--- src/rtl/io_pwr_seq_ctrl.sv ---
// io_pwr_seq_ctrl: IO-ring power-up sequencer in the always-on core domain.
// Synchronizes and debounces the VSUP/VDDIO level-detector flags, releases pad
// retention, then enables the pad banks one at a time to limit inrush and SSO.
// Optional build macro IO_PWR_SEQ_BROWNOUT_CNT_EN adds an 8-bit saturating
// brownout event counter on port brownout_cnt_o.
module io_pwr_seq_ctrl #(
    parameter int N_BANKS      = 4,
    parameter int DEBOUNCE_CYC = 64,
    parameter int STEP_CYC     = 16,
    parameter int TIMEOUT_CYC  = 4096
) (
    input  logic               clk,
    input  logic               rst_n,
    input  logic               start_i,
    input  logic               vsup_ok_i,
    input  logic               vddio_ok_i,
    output logic               pad_ret_o,
    output logic [N_BANKS-1:0] bank_en_o,
    output logic               ready_o,
    output logic               fault_o,
    output logic [2:0]         state_o
`ifdef IO_PWR_SEQ_BROWNOUT_CNT_EN
    ,
    output logic [7:0]         brownout_cnt_o
`endif
);

    typedef enum logic [2:0] {
        ST_OFF      = 3'd0,
        ST_WAIT_SUP = 3'd1,
        ST_DEBOUNCE = 3'd2,
        ST_RELEASE  = 3'd3,
        ST_ENABLE   = 3'd4,
        ST_READY    = 3'd5,
        ST_FAULT    = 3'd6
    } state_t;

    localparam int CNT_MAX = (DEBOUNCE_CYC > STEP_CYC) ? DEBOUNCE_CYC : STEP_CYC;
    localparam int CNT_W   = $clog2(CNT_MAX) + 1;
    localparam int TO_W    = $clog2(TIMEOUT_CYC) + 1;
    localparam int IDX_W   = $clog2(N_BANKS) + 1;

    localparam logic [CNT_W-1:0] DEB_LAST  = CNT_W'(DEBOUNCE_CYC - 1);
    localparam logic [CNT_W-1:0] STEP_LAST = CNT_W'(STEP_CYC - 1);
    localparam logic [TO_W-1:0]  TO_LAST   = TO_W'(TIMEOUT_CYC - 1);
    localparam logic [IDX_W-1:0] IDX_LAST  = IDX_W'(N_BANKS - 1);

    state_t             r_state;
    state_t             w_stateNext;
    logic [CNT_W-1:0]   r_cnt;
    logic [CNT_W-1:0]   w_cntNext;
    logic [TO_W-1:0]    r_toCnt;
    logic [TO_W-1:0]    w_toCntNext;
    logic [IDX_W-1:0]   r_idx;
    logic [IDX_W-1:0]   w_idxNext;
    logic [IDX_W-1:0]   w_idxInc;
    logic               r_padRet;
    logic               w_padRetNext;
    logic [N_BANKS-1:0] r_bankEn;
    logic [N_BANKS-1:0] w_bankEnNext;
    logic               r_ready;
    logic               r_fault;
    logic               r_vsupMeta;
    logic               r_vsupSync;
    logic               r_vddioMeta;
    logic               r_vddioSync;
    logic               w_supOk;
    logic               w_supLoss;

    assign w_supOk   = r_vsupSync & r_vddioSync;
    assign w_supLoss = !w_supOk &&
                       ((r_state == ST_RELEASE) || (r_state == ST_ENABLE) || (r_state == ST_READY));
    assign w_idxInc  = r_idx + IDX_W'(1);

    // Two-flop synchronizers for the asynchronous supply-detector flags
    always_ff @(posedge clk) begin
        if (!rst_n) begin
            r_vsupMeta  <= 1'b0;
            r_vsupSync  <= 1'b0;
            r_vddioMeta <= 1'b0;
            r_vddioSync <= 1'b0;
        end else begin
            r_vsupMeta  <= vsup_ok_i;
            r_vsupSync  <= r_vsupMeta;
            r_vddioMeta <= vddio_ok_i;
            r_vddioSync <= r_vddioMeta;
        end
    end

    // Next-state, counter and next-output logic; brownout and start drop override the normal flow
    always_comb begin
        w_stateNext  = r_state;
        w_cntNext    = r_cnt;
        w_toCntNext  = r_toCnt;
        w_idxNext    = r_idx;
        w_padRetNext = r_padRet;
        w_bankEnNext = r_bankEn;

        case (r_state)
            ST_OFF: begin
                if (start_i) begin
                    w_stateNext = ST_WAIT_SUP;
                    w_toCntNext = '0;
                    w_cntNext   = '0;
                end
            end
            ST_WAIT_SUP: begin
                if (w_supOk) begin
                    w_stateNext = ST_DEBOUNCE;
                    w_cntNext   = '0;
                end else if (r_toCnt == TO_LAST) begin
                    w_stateNext = ST_FAULT;
                    w_toCntNext = '0;
                    w_cntNext   = '0;
                end else begin
                    w_toCntNext = r_toCnt + TO_W'(1);
                end
            end
            ST_DEBOUNCE: begin
                if (!w_supOk) begin
                    w_stateNext = ST_WAIT_SUP;
                    w_cntNext   = '0;
                end else if (r_cnt == DEB_LAST) begin
                    w_stateNext  = ST_RELEASE;
                    w_cntNext    = '0;
                    w_padRetNext = 1'b0;
                end else begin
                    w_cntNext = r_cnt + CNT_W'(1);
                end
            end
            ST_RELEASE: begin
                if (r_cnt == STEP_LAST) begin
                    w_stateNext  = ST_ENABLE;
                    w_cntNext    = '0;
                    w_idxNext    = '0;
                    w_bankEnNext = r_bankEn | N_BANKS'(1);
                end else begin
                    w_cntNext = r_cnt + CNT_W'(1);
                end
            end
            ST_ENABLE: begin
                if (r_idx == IDX_LAST) begin
                    w_stateNext = ST_READY;
                    w_cntNext   = '0;
                end else if (r_cnt == STEP_LAST) begin
                    w_cntNext    = '0;
                    w_idxNext    = w_idxInc;
                    w_bankEnNext = r_bankEn | (N_BANKS'(1) << w_idxInc);
                end else begin
                    w_cntNext = r_cnt + CNT_W'(1);
                end
            end
            ST_READY: begin
                w_stateNext = ST_READY;
            end
            ST_FAULT: begin
                if (!start_i) begin
                    w_stateNext = ST_OFF;
                    w_cntNext   = '0;
                    w_toCntNext = '0;
                end
            end
            default: begin
                w_stateNext = ST_OFF;
            end
        endcase

        if (w_supLoss) begin
            w_stateNext  = ST_WAIT_SUP;
            w_cntNext    = '0;
            w_toCntNext  = '0;
            w_idxNext    = '0;
            w_padRetNext = 1'b1;
            w_bankEnNext = '0;
        end

        if (!start_i && (r_state != ST_FAULT)) begin
            w_stateNext  = ST_OFF;
            w_cntNext    = '0;
            w_toCntNext  = '0;
            w_idxNext    = '0;
            w_padRetNext = 1'b1;
            w_bankEnNext = '0;
        end

        if ((w_stateNext == ST_FAULT) || (w_stateNext == ST_OFF)) begin
            w_padRetNext = 1'b1;
            w_bankEnNext = '0;
        end
    end

    // State, counters and registered outputs
    always_ff @(posedge clk) begin
        if (!rst_n) begin
            r_state  <= ST_OFF;
            r_cnt    <= '0;
            r_toCnt  <= '0;
            r_idx    <= '0;
            r_padRet <= 1'b1;
            r_bankEn <= '0;
            r_ready  <= 1'b0;
            r_fault  <= 1'b0;
        end else begin
            r_state  <= w_stateNext;
            r_cnt    <= w_cntNext;
            r_toCnt  <= w_toCntNext;
            r_idx    <= w_idxNext;
            r_padRet <= w_padRetNext;
            r_bankEn <= w_bankEnNext;
            r_ready  <= (w_stateNext == ST_READY);
            r_fault  <= (w_stateNext == ST_FAULT);
        end
    end

`ifdef IO_PWR_SEQ_BROWNOUT_CNT_EN
    logic [7:0] r_boCnt;

    // Saturating count of supply losses after retention release; cleared only by reset
    always_ff @(posedge clk) begin
        if (!rst_n) begin
            r_boCnt <= 8'd0;
        end else if (w_supLoss && (r_boCnt != 8'hFF)) begin
            r_boCnt <= r_boCnt + 8'd1;
        end
    end

    assign brownout_cnt_o = r_boCnt;
`endif

    assign pad_ret_o = r_padRet;
    assign bank_en_o = r_bankEn;
    assign ready_o   = r_ready;
    assign fault_o   = r_fault;
    assign state_o   = r_state;

endmodule

--- config.mk ---
export PLATFORM = sky130hd
export DESIGN_NAME = io_pwr_seq_ctrl
export DESIGN_NICKNAME = d
export VERILOG_FILES = /design/src/rtl/io_pwr_seq_ctrl.sv
export SDC_FILE = /design/constraint.sdc
export NUM_CORES = 1
export LEC_CHECK = 0
export ABC_AREA = 1
export CELL_PAD_IN_SITES_DETAIL_PLACEMENT = 0
export CELL_PAD_IN_SITES_GLOBAL_PLACEMENT = 1
export CORE_UTILIZATION = 42
export CTS_CLUSTER_DIAMETER = 30
export DETAILED_ROUTE_END_ITERATION = 12
export PLACE_DENSITY_LB_ADDON = 0.1
export SLEW_MARGIN = 30
export SYNTH_ARGS = -nofsm -noshare
export SYNTH_HDL_FRONTEND = slang
export SYNTH_SLANG_ARGS = --single-unit
--- constraint.sdc ---
create_clock -name clk -period 2.5 [get_ports clk]
set_clock_uncertainty 0.2 [all_clocks]
set_input_delay 0.375 -clock clk [delete_from_list [all_inputs] [get_ports clk]]
set_output_delay 0.375 -clock clk [all_outputs]
set_load 0.02 [all_outputs]
==> run summary <==
Crit path max fanout - 9
Busiest layer in global routing - met2
CP max stage delay - 0.70 ns
Synth Register Bits - 37
Lkg Pwr - 0.9430 nW
Slew margin rel. - 0.7357
Top cell family by delay on the critical path - buffers and inverters
Initial antenna violation count - 0
Port Buffers - 14
Core Rows - 24
H-tree depth - 2
Critical path launch point type - register
Reg2reg start - r_toCnt[1]
Met3 Use GR - 0.04923
Clk slew on worst S/H paths - 0.08 ns
Vias in the first global route - 1705
Met1 Resource Use GR - 0.2531
Psw - 0.0002755 W
Slowest library cell on the worst path - clkdlybuf4s50_1
Cell count after synthesis - 285
RSZ-0062 raised after global routing - no
Max-slew violations - 0
Starting DRT DRC Count - 122
WS Path Type - register to output port
Fillers - 444
Via/cell ratio - 5.003
Final core occ - 0.5224
Combinational share of power - 0.055
Crit path buffers/inverters - 1
ANT nets after route - 0
Crit path required time - 1.92 ns
Synthesized area per cell - 7.077 um^2
First-pass DRT Iterations - 4
Buffer count from post-CTS setup fixing - 0
Worst path cell trace - clkdlybuf4s50_1
Synthesized cell area - 2017 um^2
Dpl hpwl - 3192 um
Final Cell Area - 2337 um^2
PwrDens - 551.4 nW/um^2
Root Buffer - clkbuf_8
Share of the yosys chip area belonging to registers - 0.3672
I/O pin count - 15
Hold wc startpoint - r_vddioMeta
Post-Syn Nets - 298
Share of cells above drive strength 1 - 0.1049
Worst slew pin tran - 0.3938 ns
Worst min path class - register to register
CTS Buf Count - 5
Setup Viol. Count Final - 0
Outcome - complete, no violations
Final min period - 2.121 ns
VDD IR-drop max - 0.3344 mV
Design Power - 0.001289 W
EDFF count, synth - 0
Largest net degree at the start of global routing - 13
Worst Hold End - r_vddioSync
Initial cell density of the core - 0.4508
Routed length per instance - 11.99 um
R2r endpoint - bank_en_o[2]
Setup TNS - 0 ns
GR Overflow Total - 0
Max Fclk - 471.5 MHz
CTS tree - yes
Post_cts resized - 0
YS warnings - 0
Die span in y - 71.30 um
CP Data Arrival Time - 1.55 ns
Clock power frac - 0.482
GR met2 Demand/Resource - 0.2868
CORE AREA - 4474 um^2
Post-route DRC - 0
Hold buffer count at cts - 0
Ys flop type - dfxtp_1
Final weighted congestion in routability-driven placement - 0.8053
All-Layer GR Usage - 0.1866
First-pass GRT wire length - 7465 um
Vias - 1786
Reg power frac - 0.464
Hold depth - 2
Die width - 71.30 um
Flop-to-flop setup slack - 0.39 ns
Die area - 5084 um^2
Number of diodes - 0
Worst Reg2Reg Path Length in Cells - 10
Max Root-Sink Buffers - 2
Synth-to-layout area growth - 15.88%
FFs w/ async S/R, synth - 0
Clock Latency Late Sink - 0.29 ns
CP Capture Type - output port
# clock sinks - 37
Yosys cell types - 35
Tcrit/Tclk final - 0.8483
Placed Instance Area - 2203 um^2
Max cap viols - 0
Post-Route WL - 4282 um
Fin. Hold Viols - 0
Sw Ratio - 0.2138
Final #Nets - 317
Power Internal - 0.001013 W
cell type report:
cell class | count | area (um^2) | share of cell area
Inverter | 36 | 135.1 | 0.05782
Multi-Input combinational cell | 210 | 1122 | 0.4802
Clock inverter | 3 | 65.06 | 0.02784
Timing Repair Buffer | 14 | 140.1 | 0.05996
Tap cell | 52 | 65.06 | 0.02784
Sequential cell | 37 | 740.7 | 0.3169
Clock buffer | 5 | 68.82 | 0.02944
power groups by stage:
stage / combinational (W) / sequential [W] / clock (W)
final: 0.0000704 / 0.000598 / 0.000621
after global routing: 0.0000791 / 0.000598 / 0.000661
after CTS: 0.0000703 / 0.000597 / 0.000640
after detailed placement: 0.0000701 / 0.000611 / 0
after global placement: 0.0000699 / 0.000611 / 0
after floorplan: 0.0000518 / 0.000610 / 0
registers in the layout (all words and copies together) (netlist names):
name         flops
bank_en_o        4
r_cnt            7
state_o          3
pad_ret_o        1
r_vddioMeta      1
r_idx            3
ready_o          1
fault_o          1
r_vsupSync       1
r_vddioSync      1
r_toCnt         13
r_vsupMeta       1
kinds of logic (layout without fill, tap and decap cells):
| kind of cell | after synthesis | in the layout | share of synthesized area |
|---|---|---|---|
| adders and majority gates | 8 | 8 | 0.04963 |
| xor gates and xnor gates | 6 | 6 | 0.02605 |
| DFF | 37 | 37 | 0.3672 |
| buffers and inverters | 38 | 58 | 0.07630 |
| AOI/OAI and AO/OA | 45 | 45 | 0.1371 |
| and+or+nand+nor | 151 | 151 | 0.3437 |
placed cells by master (no fill, tap or decap), types with 2 or more instances in the layout:
cell type        instances
o21bai_1                 5
o21ai_1                  5
xor2_1                   4
a21oi_1                 20
nor2_4                   2
nor3b_2                  2
nor3_2                   2
xnor2_1                  2
nand4_1                  6
clkdlybuf4s50_1         14
bufinv_16                2
nor2_2                   2
o21ai_0                  5
inv_2                    7
nand3_1                 21
nor3_1                   3
nor2_1                  40
a211oi_2                 2
nand2_2                  3
ha_1                     8
dfxtp_1                 37
clkbuf_8                 5
inv_1                   29
o21a_1                   2
nand2_1                 65
through the flow:
stage / instances / setup WS (ns) / hold WS (ns)
after CTS: 357 / 0.3823 / 0.2181
after floorplan: 285 / 0.7030 / 0.1900
after detailed placement: 349 / 0.2567 / 0.1977
after global routing: 357 / 0.1332 / 0.2358
final: 357 / 0.3793 / 0.2165
after global placement: 349 / 0.2796 / 0.1948
worst max path at each step:
| stage | cells after the start | endpoint | from | slack, ns |
|---|---|---|---|---|
| global placement | 7 | r_cnt[3] | start_i | 0.28 |
| CTS | 1 | state_o[0] | state_o[0] | 0.38 |
| global route | 10 | bank_en_o[2] | r_toCnt[1] | 0.13 |
| finish | 1 | state_o[0] | state_o[0] | 0.38 |
| detailed placement | 9 | bank_en_o[2] | start_i | 0.26 |
| floorplan | 10 | bank_en_o[0] | state_o[0] | 0.70 |
synth_stat cells (4+ instances only):
library cell	number	area (um^2)
inv_2	7	26.28
a21oi_1	20	100.1
nand3_1	21	105.1
nand2_1	65	244.0
o21bai_1	5	37.54
o21ai_1	5	25.02
nor2_1	40	150.1
xor2_1	4	35.03
nand4_1	6	37.54
dfxtp_1	37	740.7
inv_1	29	108.9
o21ai_0	5	25.02
ha_1	8	100.1
routing by layer:
metal  up-vias  share of wire  wire length, um
met4         0          0.011               46
met5         -              0                0
li1        967              -                -
met3         4          0.047              203
met1       776           0.51             2193
met2        39           0.43             1839
(Power assumes the default switching activity.)
